===== src/rtl/fifo_pkg.sv =====
// Shared defaults and width helpers for the
// parameterised synchronous FIFO.
package fifo_pkg;

    localparam int DEF_DATA_WIDTH = 8;
    localparam int DEF_DEPTH      = 16;
    localparam int DEF_AE_THRESH  = 2;
    localparam int DEF_FWFT       = 0;

    // Occupancy runs 0..DEPTH inclusive.
    function automatic int cnt_w(input int depth);
        return $clog2(depth + 1);
    endfunction

    // One extra MSB tells full from empty.
    function automatic int ptr_w(input int depth);
        return $clog2(depth) + 1;
    endfunction

endpackage


===== src/rtl/fifo_ram.sv =====
// FIFO storage: synchronous write,
// asynchronous read, no reset on contents.
module fifo_ram #(
    parameter int DATA_WIDTH = 8,
    parameter int DEPTH      = 16,
    parameter int AW         = $clog2(DEPTH)
) (
    input  logic                  clk,
    input  logic                  we,
    input  logic [AW-1:0]         waddr,
    input  logic [DATA_WIDTH-1:0] wdata,
    input  logic [AW-1:0]         raddr,
    output logic [DATA_WIDTH-1:0] rdata
);

    logic [DATA_WIDTH-1:0] mem [DEPTH];

    always_ff @(posedge clk) begin
        if (we) begin
            mem[waddr] <= wdata;
        end
    end

    assign rdata = mem[raddr];

endmodule


===== src/rtl/param_sync_fifo.sv =====
// Parameterised synchronous FIFO with flags,
// sticky errors and registered or FWFT read.
module param_sync_fifo
    import fifo_pkg::*;
#(
    parameter int DATA_WIDTH = DEF_DATA_WIDTH,
    parameter int DEPTH      = DEF_DEPTH,
    parameter int AF_THRESH  = DEPTH - 2,
    parameter int AE_THRESH  = DEF_AE_THRESH,
    parameter int FWFT       = DEF_FWFT
) (
    input  logic                     clk,
    input  logic                     rst_n,
    input  logic                     w_en,
    input  logic [DATA_WIDTH-1:0]    data_in,
    input  logic                     r_en,
    input  logic                     clr_err,
    output logic [DATA_WIDTH-1:0]    data_out,
    output logic                     out_valid,
    output logic                     full,
    output logic                     empty,
    output logic                     almost_full,
    output logic                     almost_empty,
    output logic [cnt_w(DEPTH)-1:0]  count,
    output logic                     overflow,
    output logic                     underflow
);

    localparam int AW = $clog2(DEPTH);
    localparam int PW = ptr_w(DEPTH);
    localparam int CW = cnt_w(DEPTH);

    localparam logic [CW-1:0] AF_T = CW'(AF_THRESH);
    localparam logic [CW-1:0] AE_T = CW'(AE_THRESH);
    localparam logic [PW-1:0] P_ONE = PW'(1);
    localparam logic [CW-1:0] C_ONE = CW'(1);

    logic [PW-1:0]         wr_ptr;
    logic [PW-1:0]         rd_ptr;
    logic [CW-1:0]         cnt_q;
    logic [CW-1:0]         cnt_d;
    logic                  rd_acc;
    logic                  wr_acc;
    logic                  ovf_set;
    logic                  unf_set;
    logic [DATA_WIDTH-1:0] head;

    // Flags come straight off the registered state.
    assign empty = (wr_ptr == rd_ptr);
    assign full  = (wr_ptr[PW-1] != rd_ptr[PW-1])
                && (wr_ptr[AW-1:0] == rd_ptr[AW-1:0]);

    assign almost_full  = (cnt_q >= AF_T);
    assign almost_empty = (cnt_q <= AE_T);
    assign count        = cnt_q;

    assign rd_acc = r_en && !empty;
    assign wr_acc = w_en && (!full || rd_acc);

    assign ovf_set = w_en && full && !rd_acc;
    assign unf_set = r_en && empty;

    fifo_ram #(
        .DATA_WIDTH (DATA_WIDTH),
        .DEPTH      (DEPTH),
        .AW         (AW)
    ) u_ram (
        .clk   (clk),
        .we    (wr_acc && rst_n),
        .waddr (wr_ptr[AW-1:0]),
        .wdata (data_in),
        .raddr (rd_ptr[AW-1:0]),
        .rdata (head)
    );

    always_comb begin
        cnt_d = cnt_q;
        unique case ({wr_acc, rd_acc})
            2'b10:   cnt_d = cnt_q + C_ONE;
            2'b01:   cnt_d = cnt_q - C_ONE;
            default: cnt_d = cnt_q;
        endcase
    end

    always_ff @(posedge clk) begin
        if (!rst_n) begin
            wr_ptr <= '0;
            rd_ptr <= '0;
            cnt_q  <= '0;
        end else begin
            if (wr_acc) begin
                wr_ptr <= wr_ptr + P_ONE;
            end
            if (rd_acc) begin
                rd_ptr <= rd_ptr + P_ONE;
            end
            cnt_q <= cnt_d;
        end
    end

    // A new error event beats a clear in the same cycle.
    always_ff @(posedge clk) begin
        if (!rst_n) begin
            overflow  <= 1'b0;
            underflow <= 1'b0;
        end else begin
            if (ovf_set) begin
                overflow <= 1'b1;
            end else if (clr_err) begin
                overflow <= 1'b0;
            end
            if (unf_set) begin
                underflow <= 1'b1;
            end else if (clr_err) begin
                underflow <= 1'b0;
            end
        end
    end

    generate
        if (FWFT != 0) begin : g_fwft
            assign data_out  = head;
            assign out_valid = !empty;
        end else begin : g_reg
            logic [DATA_WIDTH-1:0] dout_q;
            logic                  vld_q;

            always_ff @(posedge clk) begin
                if (!rst_n) begin
                    dout_q <= '0;
                    vld_q  <= 1'b0;
                end else begin
                    if (rd_acc) begin
                        dout_q <= head;
                    end
                    vld_q <= rd_acc;
                end
            end

            assign data_out  = dout_q;
            assign out_valid = vld_q;
        end
    endgenerate

endmodule


===== config.mk =====
export PLATFORM = sky130hd
export DESIGN_NAME = param_sync_fifo
export DESIGN_NICKNAME = d
export VERILOG_FILES = /design/src/rtl/fifo_pkg.sv /design/src/rtl/fifo_ram.sv /design/src/rtl/param_sync_fifo.sv
export SDC_FILE = /design/constraint.sdc
export NUM_CORES = 1
export LEC_CHECK = 0
export ABC_AREA = 1
export CAP_MARGIN = 15
export CORE_UTILIZATION = 30
export DETAILED_ROUTE_END_ITERATION = 7
export GPL_TIMING_DRIVEN = 0
export RECOVER_POWER = 100
export SYNTH_ARGS = -nofsm -noshare
export SYNTH_HDL_FRONTEND = slang
export SYNTH_SLANG_ARGS = --single-unit

===== constraint.sdc =====
create_clock -name clk -period 2.05 [get_ports clk]
set_input_delay 0.205 -clock clk [delete_from_list [all_inputs] [get_ports clk]]
set_output_delay 0.205 -clock clk [all_outputs]
set_load 0.01 [all_outputs]

==> results of run 1 <==
## critical path, delay by kind of cell (launching register included)
kind,cells,cell delay (ns)
compound gates,1,0.07
buf+inv,4,0.56
flops,1,0.36
simple gates,6,0.84
## layout by cell type (no fill, tap or decap), types with 12 or more instances in the layout
cell type,instances
sky130_fd_sc_hd__inv_1,12
sky130_fd_sc_hd__nor2_1,89
sky130_fd_sc_hd__clkdlybuf4s50_1,17
sky130_fd_sc_hd__o21ai_0,78
sky130_fd_sc_hd__clkbuf_1,12
sky130_fd_sc_hd__edfxtp_1,128
sky130_fd_sc_hd__dlygate4sd3_1,12
sky130_fd_sc_hd__clkbuf_16,17
sky130_fd_sc_hd__buf_4,28
sky130_fd_sc_hd__nand2_1,37
sky130_fd_sc_hd__o22ai_1,16
sky130_fd_sc_hd__nand3_1,12
sky130_fd_sc_hd__a21oi_1,17
sky130_fd_sc_hd__dfxtp_1,18
sky130_fd_sc_hd__nor2_4,16
## metrics by stage
| step | power (mW) | worst slack [ns] | hold WS (ns) | utilization [%] |
|---|---|---|---|---|
| after detailed placement | 4.71 | -0.514 | 0.459 | 34.3 |
| after floorplan | 4.23 | -0.0853 | 0.304 | - |
| after CTS | 7.68 | -0.0248 | 0.413 | 38.9 |
| after global routing | 8.03 | -0.105 | 0.451 | 40.5 |
| final | 7.73 | -0.0668 | 0.426 | 40.5 |
| after global placement | 4.70 | -0.857 | 0.451 | 34.2 |
## layer usage
metal / wire length [µm] / GRT usage [%] / up-vias / share of wire [%]
met5: 0 / 0 / - / 0
met4: 477 / 6.80 / 0 / 2.8
met3: 1100 / 4.41 / 28 / 6.5
met2: 7790 / 24.6 / 169 / 46
met1: 7710 / 21.9 / 2238 / 45
li1: - / - / 2156 / -
## final cells by class
type,count,area share (%)
repair buffers,73,8.94
clock buffers,18,5.16
diodes,1,0.0301
multi-input cells,340,24.5
inverters,26,1.53
clock inverters,14,1.41
flip-flops and latches,154,52.8
plain buffers,26,1.55
well taps,270,4.06
## flip-flops by register name, indices dropped and copies added, names as in the netlist
| signal | flops |
|---|---|
| u_ram.mem | 128 |
| data_out | 8 |
| count | 5 |
| rd_ptr | 5 |
| wr_ptr | 5 |
| out_valid | 1 |
| overflow | 1 |
| underflow | 1 |
## power by group through the flow
stage	clock network [mW]	registers, mW	logic [mW]
after floorplan	0	3.60	0.626
after global placement	0	3.60	1.10
after detailed placement	0	3.60	1.11
after CTS	2.95	3.53	1.20
after global routing	3.07	3.55	1.40
final	2.90	3.54	1.29
## kinds of logic after synthesis
| kind of cell | count (synthesis) | share of synthesized area [%] |
|---|---|---|
| adders and majority gates | 9 | 1.88 |
| and+or+nand+nor | 180 | 12.2 |
| AOI/OAI and AO/OA | 146 | 13.2 |
| DFF | 154 | 68.5 |
| buffers and inverters | 54 | 3.63 |
| xor gates and xnor gates | 5 | 0.687 |
## repair_timing
item,4_1_cts,5_1_grt
setup buffers,19,19
gates resized for setup,74,37
endpoints found under the setup margin,138,107
pin swaps,15,29
## path summary, 6_finish.rpt
path / from / endpoint / slack (ns) / cells past startpoint
worst max-delay path: rd_ptr[0] / u_ram.mem[7][0] / -0.07 / 11
worst min-delay path: clr_err / overflow / 0.43 / 4
worst max register to register: rd_ptr[0] / u_ram.mem[7][0] / -0.07 / 11
worst min register to register: overflow / overflow / 0.47 / 2
==> flow_results.xml, run 1 <==
<?xml version="1.0" encoding="UTF-8"?>
<metrics>
  <group name="outcome">
    <metric name="status" unit="">finished, violations left</metric>
    <metric name="violations" unit="">setup timing</metric>
  </group>
  <group name="global_route">
    <metric name="total_overflow_reported_by_the_global_router" unit="">0</metric>
    <metric name="first_global_vias" unit="">4355</metric>
    <metric name="grt_pass1_wl" unit="mm">25.6</metric>
    <metric name="antenna_found_initial" unit="">1</metric>
    <metric name="grt_max_degree" unit="">17</metric>
    <metric name="grt_use_total" unit="%">16.2</metric>
  </group>
  <group name="worst_setup_path">
    <metric name="cp_class" unit="">flip-flop to flip-flop</metric>
    <metric name="worstSetupStartpointType" unit="">flip-flop</metric>
    <metric name="timing.critical_path.slowest_cell_delay" unit="ns">0.36</metric>
    <metric name="cp_data_required_time" unit="ns">2.19</metric>
    <metric name="crit_arrival" unit="ns">2.26</metric>
    <metric name="largest_fanout_on_the_critical_path" unit="">6</metric>
    <metric name="crit_chain" unit="">inv_2, nand2_1, nand2_2, nor2_4, buf_4, nand3b_4, o21ai_4, nor2_4, clkinv_4, nor3_4, buf_6</metric>
    <metric name="worst_setup_path_end_kind" unit="">flip-flop</metric>
    <metric name="critPathSlowestCell" unit="">sky130_fd_sc_hd__dfxtp_4</metric>
    <metric name="most_repeated_library_cell_on_the_critical_path" unit="">sky130_fd_sc_hd__nor2_4</metric>
  </group>
  <group name="clocking">
    <metric name="numClockSinks" unit="">154</metric>
    <metric name="clock_tree_from_tritoncts" unit="">done</metric>
    <metric name="clockRootBuffer" unit="">sky130_fd_sc_hd__clkbuf_16</metric>
    <metric name="htree_num_levels" unit="">4</metric>
    <metric name="worst_skew_pair.late_latency" unit="ns">0.43</metric>
    <metric name="clk_pin_slew_worst_paths" unit="ns">0.06</metric>
    <metric name="cts_max_path_buffers" unit="">2</metric>
    <metric name="cts_buffer_count" unit="">17</metric>
    <metric name="cts-hold-fix-buffers" unit="">0</metric>
  </group>
  <group name="sta">
    <metric name="slew_viol_final" unit="">0</metric>
    <metric name="timing.slew.headroom" unit="%">43.1</metric>
    <metric name="post-route-min-period" unit="ns">2.12</metric>
    <metric name="layout_setup_ws" unit="ns">-0.0668</metric>
    <metric name="finalHoldViolations" unit="">0</metric>
    <metric name="setup_tns_after_final_layout" unit="ns">-0.535</metric>
    <metric name="setup-violations-final" unit="">14</metric>
    <metric name="setup_repair_after_global_routing_missed_its_margin" unit="">true</metric>
    <metric name="period_share" unit="%">103</metric>
    <metric name="max_slew.worst_pin.slew" unit="ns">0.851</metric>
    <metric name="maximum_clock_frequency" unit="GHz">0.472</metric>
    <metric name="finClkSkew" unit="ns">0.00679</metric>
  </group>
  <group name="drt">
    <metric name="firstDrtPassIters" unit="">5</metric>
    <metric name="viasPerCell" unit="">4.98</metric>
    <metric name="vias" unit="">4591</metric>
    <metric name="drt_iter0_markers" unit="">410</metric>
    <metric name="finalWirelength" unit="mm">17.1</metric>
    <metric name="routed_wire_length_per_instance" unit="µm">18.5</metric>
    <metric name="drcViolationCount" unit="">0</metric>
    <metric name="detail-route-antenna-nets" unit="">0</metric>
  </group>
  <group name="synth">
    <metric name="synth_edf_count" unit="">128</metric>
    <metric name="syn-cell-area" unit="µm²">6370</metric>
    <metric name="synth_top_cell_area_share" unit="%">60.3</metric>
    <metric name="synthesis.area_per_instance" unit="µm²">11.6</metric>
    <metric name="yosys-top-cells-area" unit="">sky130_fd_sc_hd__edfxtp_1 (60%), sky130_fd_sc_hd__dfxtp_1 (8.2%), sky130_fd_sc_hd__o21ai_0 (6.1%)</metric>
    <metric name="post-synth-top-count-cell" unit="">sky130_fd_sc_hd__edfxtp_1</metric>
    <metric name="synth.net_count" unit="">570</metric>
    <metric name="synthFlopType" unit="">sky130_fd_sc_hd__edfxtp_1</metric>
    <metric name="synthDistinctLibCells" unit="">36</metric>
    <metric name="ys_ff_latch" unit="">154</metric>
    <metric name="synthDominantAreaCellType" unit="">sky130_fd_sc_hd__edfxtp_1</metric>
    <metric name="synth_cells" unit="">548</metric>
    <metric name="yosysWarnings" unit="">0</metric>
    <metric name="synth_async_sr_flop_share" unit="%">0</metric>
    <metric name="synth-seq-area-share" unit="%">68.5</metric>
    <metric name="synth.top_cells.by_count" unit="">sky130_fd_sc_hd__edfxtp_1 (128), sky130_fd_sc_hd__nor2_1 (103), sky130_fd_sc_hd__o21ai_0 (78)</metric>
  </group>
  <group name="die">
    <metric name="floorplan.die.height" unit="µm">148</metric>
    <metric name="initial_core_util" unit="%">31.0</metric>
    <metric name="core_area" unit="µm²">20600</metric>
    <metric name="die_area" unit="µm²">21800</metric>
    <metric name="ports_placed_on_the_boundary" unit="">33</metric>
    <metric name="die_width" unit="µm">148</metric>
    <metric name="placementRows" unit="">52</metric>
  </group>
  <group name="power_and_ir_drop">
    <metric name="p_int" unit="mW">5.54</metric>
    <metric name="cellLeakagePower" unit="nW">2.90</metric>
    <metric name="p_sw" unit="mW">2.19</metric>
    <metric name="p_clk_share" unit="%">37.5</metric>
    <metric name="pwr-share-seq" unit="%">45.8</metric>
    <metric name="power_density" unit="nW/µm²">929</metric>
    <metric name="power.share.switching" unit="%">28.3</metric>
    <metric name="irDropWorstVdd" unit="µV">485</metric>
    <metric name="combinationalPowerShare" unit="%">16.6</metric>
  </group>
  <group name="layout">
    <metric name="multi_input_comb_area" unit="µm²">2040</metric>
    <metric name="finalNonFillerCells" unit="">922</metric>
    <metric name="fill_cells" unit="">1935</metric>
    <metric name="layout-area-overhead-vs-synth" unit="%">30.5</metric>
    <metric name="post-route-cell-area" unit="µm²">8320</metric>
    <metric name="drive_above_1_share" unit="%">24.1</metric>
    <metric name="area.sequential" unit="µm²">4390</metric>
    <metric name="design.final.nets" unit="">660</metric>
  </group>
  <group name="flow_run">
    <metric name="cap_viol_max_count" unit="">0</metric>
  </group>
  <group name="place">
    <metric name="place.port_buffers" unit="">32</metric>
    <metric name="post-dp-hpwl" unit="mm">10.7</metric>
    <metric name="placedInstanceArea" unit="µm²">7050</metric>
    <metric name="placed_cells_incl_taps" unit="">853</metric>
    <metric name="place_congestion" unit="">0.861</metric>
  </group>
  <group name="min_path">
    <metric name="type_of_the_worst_min_delay_path" unit="">input port to flip-flop</metric>
  </group>
</metrics>
Power figures use the tool's default switching activity.
==> inputs of run 2 (changes only) <==
--- a/config.mk
+++ b/config.mk
@@ -14,3 +14,4 @@
 export SYNTH_ARGS = -nofsm -noshare
 export SYNTH_HDL_FRONTEND = slang
 export SYNTH_SLANG_ARGS = --single-unit
+export TNS_END_PERCENT = 10
==> run 2 against run 1 <==
Effect of this change: the flow still finishes with violations (setup timing); utilization fell by 1.7 points; combinational power down 8%; cell count shrank 2.5%; global-route usage down 0.30 points; first-iteration DRC count increased by 7.1%; largest cell class unchanged.
==> flow_results.xml, run 2 (synthesized netlist as in run 1, its figures left out) <==
<?xml version="1.0" encoding="UTF-8"?>
<metrics>
  <group name="layout">
    <metric name="fill_cells" unit="">2003</metric>
    <metric name="max_reg_flops" unit="">128</metric>
    <metric name="drive_above_1_share" unit="%">19.3</metric>
    <metric name="area.sequential" unit="µm²">4380</metric>
    <metric name="post-route-cell-area" unit="µm²">7970</metric>
    <metric name="design.final.nets" unit="">637</metric>
    <metric name="layout.cells.most_common" unit="">sky130_fd_sc_hd__edfxtp_1</metric>
    <metric name="most-common-layout-cells" unit="">sky130_fd_sc_hd__edfxtp_1 (128), sky130_fd_sc_hd__nor2_1 (89), sky130_fd_sc_hd__o21ai_0 (78)</metric>
    <metric name="multi_input_comb_area" unit="µm²">1960</metric>
    <metric name="max_flop_register" unit="">u_ram.mem</metric>
    <metric name="layout-area-overhead-vs-synth" unit="%">25.1</metric>
  </group>
  <group name="sta">
    <metric name="period_share" unit="%">107</metric>
    <metric name="finalHoldWorstSlack" unit="ns">0.421</metric>
    <metric name="setup_repair_after_global_routing_missed_its_margin" unit="">true</metric>
    <metric name="finClkSkew" unit="ns">0.00622</metric>
    <metric name="slew_viol_final" unit="">0</metric>
    <metric name="maximum_clock_frequency" unit="GHz">0.458</metric>
    <metric name="layout_setup_ws" unit="ns">-0.133</metric>
    <metric name="finalHoldViolations" unit="">0</metric>
    <metric name="post-route-min-period" unit="ns">2.18</metric>
    <metric name="timing.slew.headroom" unit="%">44.9</metric>
    <metric name="setup-violations-final" unit="">2</metric>
    <metric name="max_slew.worst_pin.slew" unit="ns">0.824</metric>
  </group>
  <group name="power_and_ir_drop">
    <metric name="power_density" unit="nW/µm²">957</metric>
    <metric name="p_total" unit="mW">7.63</metric>
    <metric name="cellLeakagePower" unit="nW">2.72</metric>
    <metric name="irDropWorstVdd" unit="µV">478</metric>
  </group>
  <group name="clocking">
    <metric name="clk_pin_slew_worst_paths" unit="ns">0.06</metric>
    <metric name="htree_num_levels" unit="">4</metric>
    <metric name="cts-hold-fix-buffers" unit="">0</metric>
    <metric name="cts_max_path_buffers" unit="">2</metric>
    <metric name="clockRootBuffer" unit="">sky130_fd_sc_hd__clkbuf_16</metric>
    <metric name="worst_skew_pair.late_latency" unit="ns">0.43</metric>
    <metric name="clock_tree_from_tritoncts" unit="">done</metric>
    <metric name="numClockSinks" unit="">154</metric>
    <metric name="cts_buffer_count" unit="">17</metric>
  </group>
  <group name="worst_setup_path">
    <metric name="worst_setup_path_end_kind" unit="">flip-flop</metric>
    <metric name="worstSetupStartpointType" unit="">flip-flop</metric>
    <metric name="crit_arrival" unit="ns">2.51</metric>
    <metric name="cp_data_required_time" unit="ns">2.38</metric>
    <metric name="largest_fanout_on_the_critical_path" unit="">3</metric>
    <metric name="cp_class" unit="">flip-flop to flip-flop</metric>
  </group>
  <group name="place">
    <metric name="place_congestion" unit="">0.861</metric>
    <metric name="place.port_buffers" unit="">32</metric>
    <metric name="placedInstanceArea" unit="µm²">7050</metric>
    <metric name="post-dp-hpwl" unit="mm">10.7</metric>
  </group>
  <group name="drt">
    <metric name="firstDrtPassIters" unit="">5</metric>
    <metric name="detail-route-antenna-nets" unit="">0</metric>
    <metric name="finalWirelength" unit="mm">16.3</metric>
    <metric name="drcViolationCount" unit="">0</metric>
    <metric name="vias" unit="">4424</metric>
    <metric name="viasPerCell" unit="">4.92</metric>
    <metric name="drt_iter0_markers" unit="">439</metric>
    <metric name="routed_wire_length_per_instance" unit="µm">18.2</metric>
  </group>
  <group name="global_route">
    <metric name="use_met2" unit="%">23.8</metric>
    <metric name="grt_use_total" unit="%">15.9</metric>
    <metric name="first_global_vias" unit="">4213</metric>
    <metric name="use_met1" unit="%">21.6</metric>
    <metric name="antenna_found_initial" unit="">1</metric>
    <metric name="grt_busiest_layer" unit="">met2</metric>
    <metric name="grt_pass1_wl" unit="mm">25.0</metric>
    <metric name="total_overflow_reported_by_the_global_router" unit="">0</metric>
    <metric name="grtUsageMet3" unit="%">4.41</metric>
    <metric name="grt_max_degree" unit="">17</metric>
  </group>
  <group name="die">
    <metric name="initial_core_util" unit="%">31.0</metric>
    <metric name="die_width" unit="µm">148</metric>
    <metric name="ports_placed_on_the_boundary" unit="">33</metric>
    <metric name="die_area" unit="µm²">21800</metric>
    <metric name="floorplan.die.height" unit="µm">148</metric>
    <metric name="placementRows" unit="">52</metric>
    <metric name="core_area" unit="µm²">20600</metric>
  </group>
  <group name="min_path">
    <metric name="type_of_the_worst_min_delay_path" unit="">input port to flip-flop</metric>
  </group>
  <group name="outcome">
    <metric name="status" unit="">finished, violations left</metric>
    <metric name="violations" unit="">setup timing</metric>
  </group>
  <group name="flow_run">
    <metric name="cap_viol_max_count" unit="">0</metric>
  </group>
</metrics>
==> run 2: changes by cell type in the layout (fill, tap and decap cells not counted), sizes merged <==
cell,delta
buf,-22
clkdlybuf4s50,+5
dlygate4sd3,-4
clkbuf,-2
clkdlybuf4s15,+1
clkinv,-1
dlymetal6s2s,-1
inv,+1
==> run 2: layout make-up <==
type                    count  area share (%)
plain buffers              27            1.77
inverters                  26            1.35
multi-input cells         340            24.6
clock inverters            14            1.47
repair buffers             49            6.26
clock buffers              18            5.38
flip-flops and latches    154            54.9
well taps                 270            4.24
diodes                      1          0.0314
==> run 2: per-layer routing <==
metal / routed length [µm] / up-vias
met5: 0 / -
met4: 477 / 0
met1: 7390 / 2137
met3: 1050 / 30
li1: - / 2105
met2: 7400 / 152
==> run 2: worst paths after layout <==
path,start,to,slack [ns],depth (start not counted)
hold reg to reg,overflow,overflow,0.46,2
setup reg to reg,rd_ptr[2],count[4],-0.13,19
hold / removal,clr_err,overflow,0.42,4
setup / recovery,rd_ptr[2],count[4],-0.13,19
==> run 2: per-stage QoR <==
| step | setup WS, ns | std cells | util [%] | setup TNS, ns |
|---|---|---|---|---|
| floorplan | -0.0853 | 548 | - | -2.12 |
| global placement | -0.857 | 850 | 34.2 | -63.34 |
| detailed placement | -0.514 | 853 | 34.3 | -53.13 |
| CTS | -0.169 | 889 | 38.1 | -0.209 |
| global route | -0.243 | 899 | 38.8 | -1.89 |
| finish | -0.133 | 899 | 38.8 | -0.182 |
==> run 2: power breakdown <==
| group | internal, mW | switching, mW | leakage [nW] |
|---|---|---|---|
| clock | 1.58 | 1.32 | 0.260 |
| sequential | 3.47 | 0.0720 | 1.37 |
| combinational | 0.449 | 0.746 | 1.09 |
==> run 2: worst max-delay path, stage by stage (launching register included) <==
cell	delay, ns
sky130_fd_sc_hd__dfxtp_2	0.32
sky130_fd_sc_hd__buf_6	0.12
sky130_fd_sc_hd__buf_6	0.11
sky130_fd_sc_hd__nand2_2	0.05
sky130_fd_sc_hd__nand2_2	0.06
sky130_fd_sc_hd__nor2_4	0.12
sky130_fd_sc_hd__nand3_2	0.12
sky130_fd_sc_hd__nand2_4	0.10
sky130_fd_sc_hd__inv_4	0.04
sky130_fd_sc_hd__nand2_4	0.08
sky130_fd_sc_hd__inv_4	0.06
sky130_fd_sc_hd__ha_4	0.25
sky130_fd_sc_hd__nand2_2	0.06
sky130_fd_sc_hd__nor2_2	0.04
sky130_fd_sc_hd__a211oi_2	0.22
sky130_fd_sc_hd__nand2_1	0.08
sky130_fd_sc_hd__nand2_1	0.08
sky130_fd_sc_hd__nand3_1	0.07
sky130_fd_sc_hd__nand2_1	0.06
sky130_fd_sc_hd__nor2_1	0.05
==> run 2: repair_timing <==
action	CTS	global route
pin swaps	5	13
gates resized for setup	48	24
setup buffers	4	10
setup endpoints to repair	138	124
==> inputs of run 3 (changes only) <==
--- a/config.mk
+++ b/config.mk
@@ -6,10 +6,11 @@
 export NUM_CORES = 1
 export LEC_CHECK = 0
 export ABC_AREA = 1
-export CAP_MARGIN = 15
-export CORE_UTILIZATION = 30
+export CAP_MARGIN = 20
+export CORE_UTILIZATION = 54
 export DETAILED_ROUTE_END_ITERATION = 7
 export GPL_TIMING_DRIVEN = 0
+export PLACE_DENSITY = 0.76
 export RECOVER_POWER = 100
 export SYNTH_ARGS = -nofsm -noshare
 export SYNTH_HDL_FRONTEND = slang
==> constraint.sdc (replaced) <==
create_clock -name clk -period 1.9 [get_ports clk]
set_input_delay 0.19 -clock clk [delete_from_list [all_inputs] [get_ports clk]]
set_output_delay 0.19 -clock clk [all_outputs]
set_load 0.01 [all_outputs]
==> run 3 against run 2 <==
Effect of this change: the run still ends with setup timing left; clock power up 16%; via count up 5.5%; largest power group unchanged; die area down 44%; worst setup slack worse by 0.13 ns; combinational power up 8%; cell count down 13%; clock skew up 0.0019 ns; design area up 0.20%; global-route usage up 11 points.
==> flow_results.xml, run 3 (synthesized netlist as in run 1, its figures left out) <==
<?xml version="1.0" encoding="UTF-8"?>
<metrics>
  <group name="worst_setup_path">
    <metric name="worst_setup_path_end_kind" unit="">primary output</metric>
    <metric name="regToRegEndpoint" unit="">count[4]</metric>
    <metric name="reg2reg_slack" unit="ns">-0.21</metric>
    <metric name="largest_fanout_on_the_critical_path" unit="">8</metric>
    <metric name="cp_class" unit="">flip-flop to primary output</metric>
    <metric name="cp_data_required_time" unit="ns">1.71</metric>
    <metric name="timing.critical_path.from" unit="">rd_ptr[1]</metric>
    <metric name="timing.reg2reg.worst_path_depth" unit="">18</metric>
    <metric name="r2r-start" unit="">rd_ptr[1]</metric>
    <metric name="crit_arrival" unit="ns">1.97</metric>
    <metric name="worstSetupStartpointType" unit="">flip-flop</metric>
  </group>
  <group name="place">
    <metric name="post-dp-hpwl" unit="mm">9.72</metric>
    <metric name="place_congestion" unit="">0.884</metric>
    <metric name="place.port_buffers" unit="">32</metric>
    <metric name="pre_cts_slack" unit="ns">-0.592</metric>
  </group>
  <group name="layout">
    <metric name="max_flop_register" unit="">u_ram.mem</metric>
    <metric name="diodes" unit="">0</metric>
    <metric name="layout.cells.most_common" unit="">sky130_fd_sc_hd__edfxtp_1</metric>
    <metric name="area.sequential" unit="µm²">4390</metric>
    <metric name="finish.utilization" unit="%">69.7</metric>
    <metric name="fill_cells" unit="">785</metric>
    <metric name="layout-area-overhead-vs-synth" unit="%">25.4</metric>
    <metric name="drive_above_1_share" unit="%">22.4</metric>
    <metric name="design.final.nets" unit="">647</metric>
    <metric name="multi_input_comb_area" unit="µm²">1990</metric>
    <metric name="max_reg_flops" unit="">128</metric>
    <metric name="most-common-layout-cells" unit="">sky130_fd_sc_hd__edfxtp_1 (128), sky130_fd_sc_hd__nor2_1 (90), sky130_fd_sc_hd__o21ai_0 (78)</metric>
  </group>
  <group name="drt">
    <metric name="viasPerCell" unit="">5.98</metric>
    <metric name="firstDrtPassIters" unit="">5</metric>
    <metric name="finalWirelength" unit="mm">15.9</metric>
    <metric name="vias" unit="">4669</metric>
    <metric name="drt_iter0_markers" unit="">504</metric>
    <metric name="drcViolationCount" unit="">0</metric>
    <metric name="detail-route-antenna-nets" unit="">0</metric>
    <metric name="routed_wire_length_per_instance" unit="µm">20.4</metric>
  </group>
  <group name="die">
    <metric name="initial_core_util" unit="%">55.6</metric>
    <metric name="ports_placed_on_the_boundary" unit="">33</metric>
    <metric name="floorplan.die.height" unit="µm">111</metric>
    <metric name="core_area" unit="µm²">11500</metric>
    <metric name="die_width" unit="µm">111</metric>
    <metric name="placementRows" unit="">39</metric>
    <metric name="die_area" unit="µm²">12200</metric>
  </group>
  <group name="outcome">
    <metric name="violations" unit="">setup timing</metric>
    <metric name="status" unit="">finished, violations left</metric>
  </group>
  <group name="sta">
    <metric name="max_slew.worst_pin.slew" unit="ns">0.689</metric>
    <metric name="post-route-min-period" unit="ns">2.16</metric>
    <metric name="finalHoldWorstSlack" unit="ns">0.416</metric>
    <metric name="finClkSkew" unit="ns">0.00812</metric>
    <metric name="slew_viol_final" unit="">0</metric>
    <metric name="setup-violations-final" unit="">50</metric>
    <metric name="period_share" unit="%">114</metric>
    <metric name="layout_setup_ws" unit="ns">-0.262</metric>
    <metric name="setup_repair_after_global_routing_missed_its_margin" unit="">true</metric>
    <metric name="finalHoldViolations" unit="">0</metric>
    <metric name="timing.slew.headroom" unit="%">53.9</metric>
    <metric name="maximum_clock_frequency" unit="GHz">0.463</metric>
  </group>
  <group name="clocking">
    <metric name="clk_pin_slew_worst_paths" unit="ns">0.06</metric>
    <metric name="htree_num_levels" unit="">4</metric>
    <metric name="numClockSinks" unit="">154</metric>
    <metric name="cts_buffer_count" unit="">17</metric>
    <metric name="worst_skew_pair.late_latency" unit="ns">0.43</metric>
    <metric name="clock_tree_from_tritoncts" unit="">done</metric>
    <metric name="cts_max_path_buffers" unit="">2</metric>
    <metric name="clockRootBuffer" unit="">sky130_fd_sc_hd__clkbuf_16</metric>
  </group>
  <group name="power_and_ir_drop">
    <metric name="irDropWorstVdd" unit="µV">804</metric>
    <metric name="cellLeakagePower" unit="nW">2.81</metric>
    <metric name="power_density" unit="nW/µm²">1060</metric>
  </group>
  <group name="min_path">
    <metric name="type_of_the_worst_min_delay_path" unit="">input port to flip-flop</metric>
    <metric name="hold_start" unit="">clr_err</metric>
    <metric name="hold-path-endpoint" unit="">overflow</metric>
    <metric name="hold_path_depth" unit="">4</metric>
  </group>
  <group name="global_route">
    <metric name="first_global_vias" unit="">4634</metric>
    <metric name="total_overflow_reported_by_the_global_router" unit="">0</metric>
    <metric name="grt_max_degree" unit="">17</metric>
    <metric name="grt_use_total" unit="%">27.2</metric>
    <metric name="grt_pass1_wl" unit="mm">24.6</metric>
    <metric name="antenna_found_initial" unit="">0</metric>
  </group>
  <group name="flow_run">
    <metric name="cap_viol_max_count" unit="">0</metric>
  </group>
</metrics>
[run 3: cell types whose count changed in the layout (fill, tap and decap cells not counted), moves of 2 or more]
| cell | previous run | this run |
|---|---|---|
| sky130_fd_sc_hd__buf_4 | 11 | 21 |
| sky130_fd_sc_hd__nand2_1 | 39 | 34 |
| sky130_fd_sc_hd__nand2_2 | 8 | 13 |
| sky130_fd_sc_hd__dfxtp_4 | 1 | 5 |
| sky130_fd_sc_hd__inv_1 | 16 | 13 |
| sky130_fd_sc_hd__buf_6 | 7 | 5 |
| sky130_fd_sc_hd__bufinv_16 | 0 | 2 |
| sky130_fd_sc_hd__clkbuf_8 | 0 | 2 |
| sky130_fd_sc_hd__clkinv_2 | 1 | 3 |
| sky130_fd_sc_hd__dfxtp_1 | 19 | 17 |
| sky130_fd_sc_hd__dfxtp_2 | 6 | 4 |
| sky130_fd_sc_hd__inv_6 | 2 | 4 |
| sky130_fd_sc_hd__inv_8 | 3 | 1 |
[run 3: metal layers]
| metal | share of wire, % | GRT usage, % | up-vias |
|---|---|---|---|
| li1 | - | - | 2128 |
| met4 | 3.6 | 14.0 | 0 |
| met2 | 51 | 45.1 | 267 |
| met1 | 37 | 33.1 | 2218 |
| met5 | 0 | 0 | - |
| met3 | 8.6 | 6.48 | 56 |
[run 3: worst max-delay path by stage]
stage                        to  slack, ns  depth (start not counted)
6_report                   full      -0.26                          7
5_1_grt                count[4]      -0.34                         18
4_1_cts                count[4]      -0.25                         19
3_5_place_dp   u_ram.mem[14][5]      -0.59                         10
3_3_place_gp   u_ram.mem[11][5]      -0.92                         10
2_1_floorplan  u_ram.mem[11][0]      -0.24                         10
[run 3: power breakdown]
group | switching [mW] | internal, mW | total (mW)
Clock | 1.36 | 2.01 | 3.37
Combinational | 0.799 | 0.495 | 1.29
Sequential | 0.0787 | 3.74 | 3.82
[run 3: per-stage QoR]
stage               cells  TNS [ns]  power (mW)  cell area (µm²)
floorplan             548     -8.27        4.56             6380
global placement      723    -75.95        5.00             6880
detailed placement    726    -67.34        5.04             6900
CTS                   777    -0.781        8.43             7890
global route          781    -12.77        8.77             7990
finish                781     -1.61        8.48             7990
[run 3: layout make-up]
cell class / count / share of cell area (%)
multi-input cells: 340 / 24.9
plain buffers: 27 / 1.69
flip-flops and latches: 154 / 54.9
inverters: 26 / 1.53
repair buffers: 59 / 7.28
clock inverters: 13 / 1.79
clock buffers: 19 / 5.67
well taps: 143 / 2.24
[run 3: what timing repair did]
item | CTS | global route
setup endpoints to repair | 138 | 136
setup buffers | 19 | 5
hold buffers | 0 | 0
pin swaps | 16 | 11
gates resized for setup | 66 | 25
[run 3: worst max-delay path, stage by stage, from the launching register on]
cell                              delay (ns)
sky130_fd_sc_hd__dfxtp_4                0.39
sky130_fd_sc_hd__inv_6                  0.05
sky130_fd_sc_hd__nand2_2                0.07
sky130_fd_sc_hd__nand2_2                0.06
sky130_fd_sc_hd__nor2_4                 0.16
sky130_fd_sc_hd__nand3b_2               0.17
sky130_fd_sc_hd__inv_1                  0.11
sky130_fd_sc_hd__clkdlybuf4s50_1        0.53
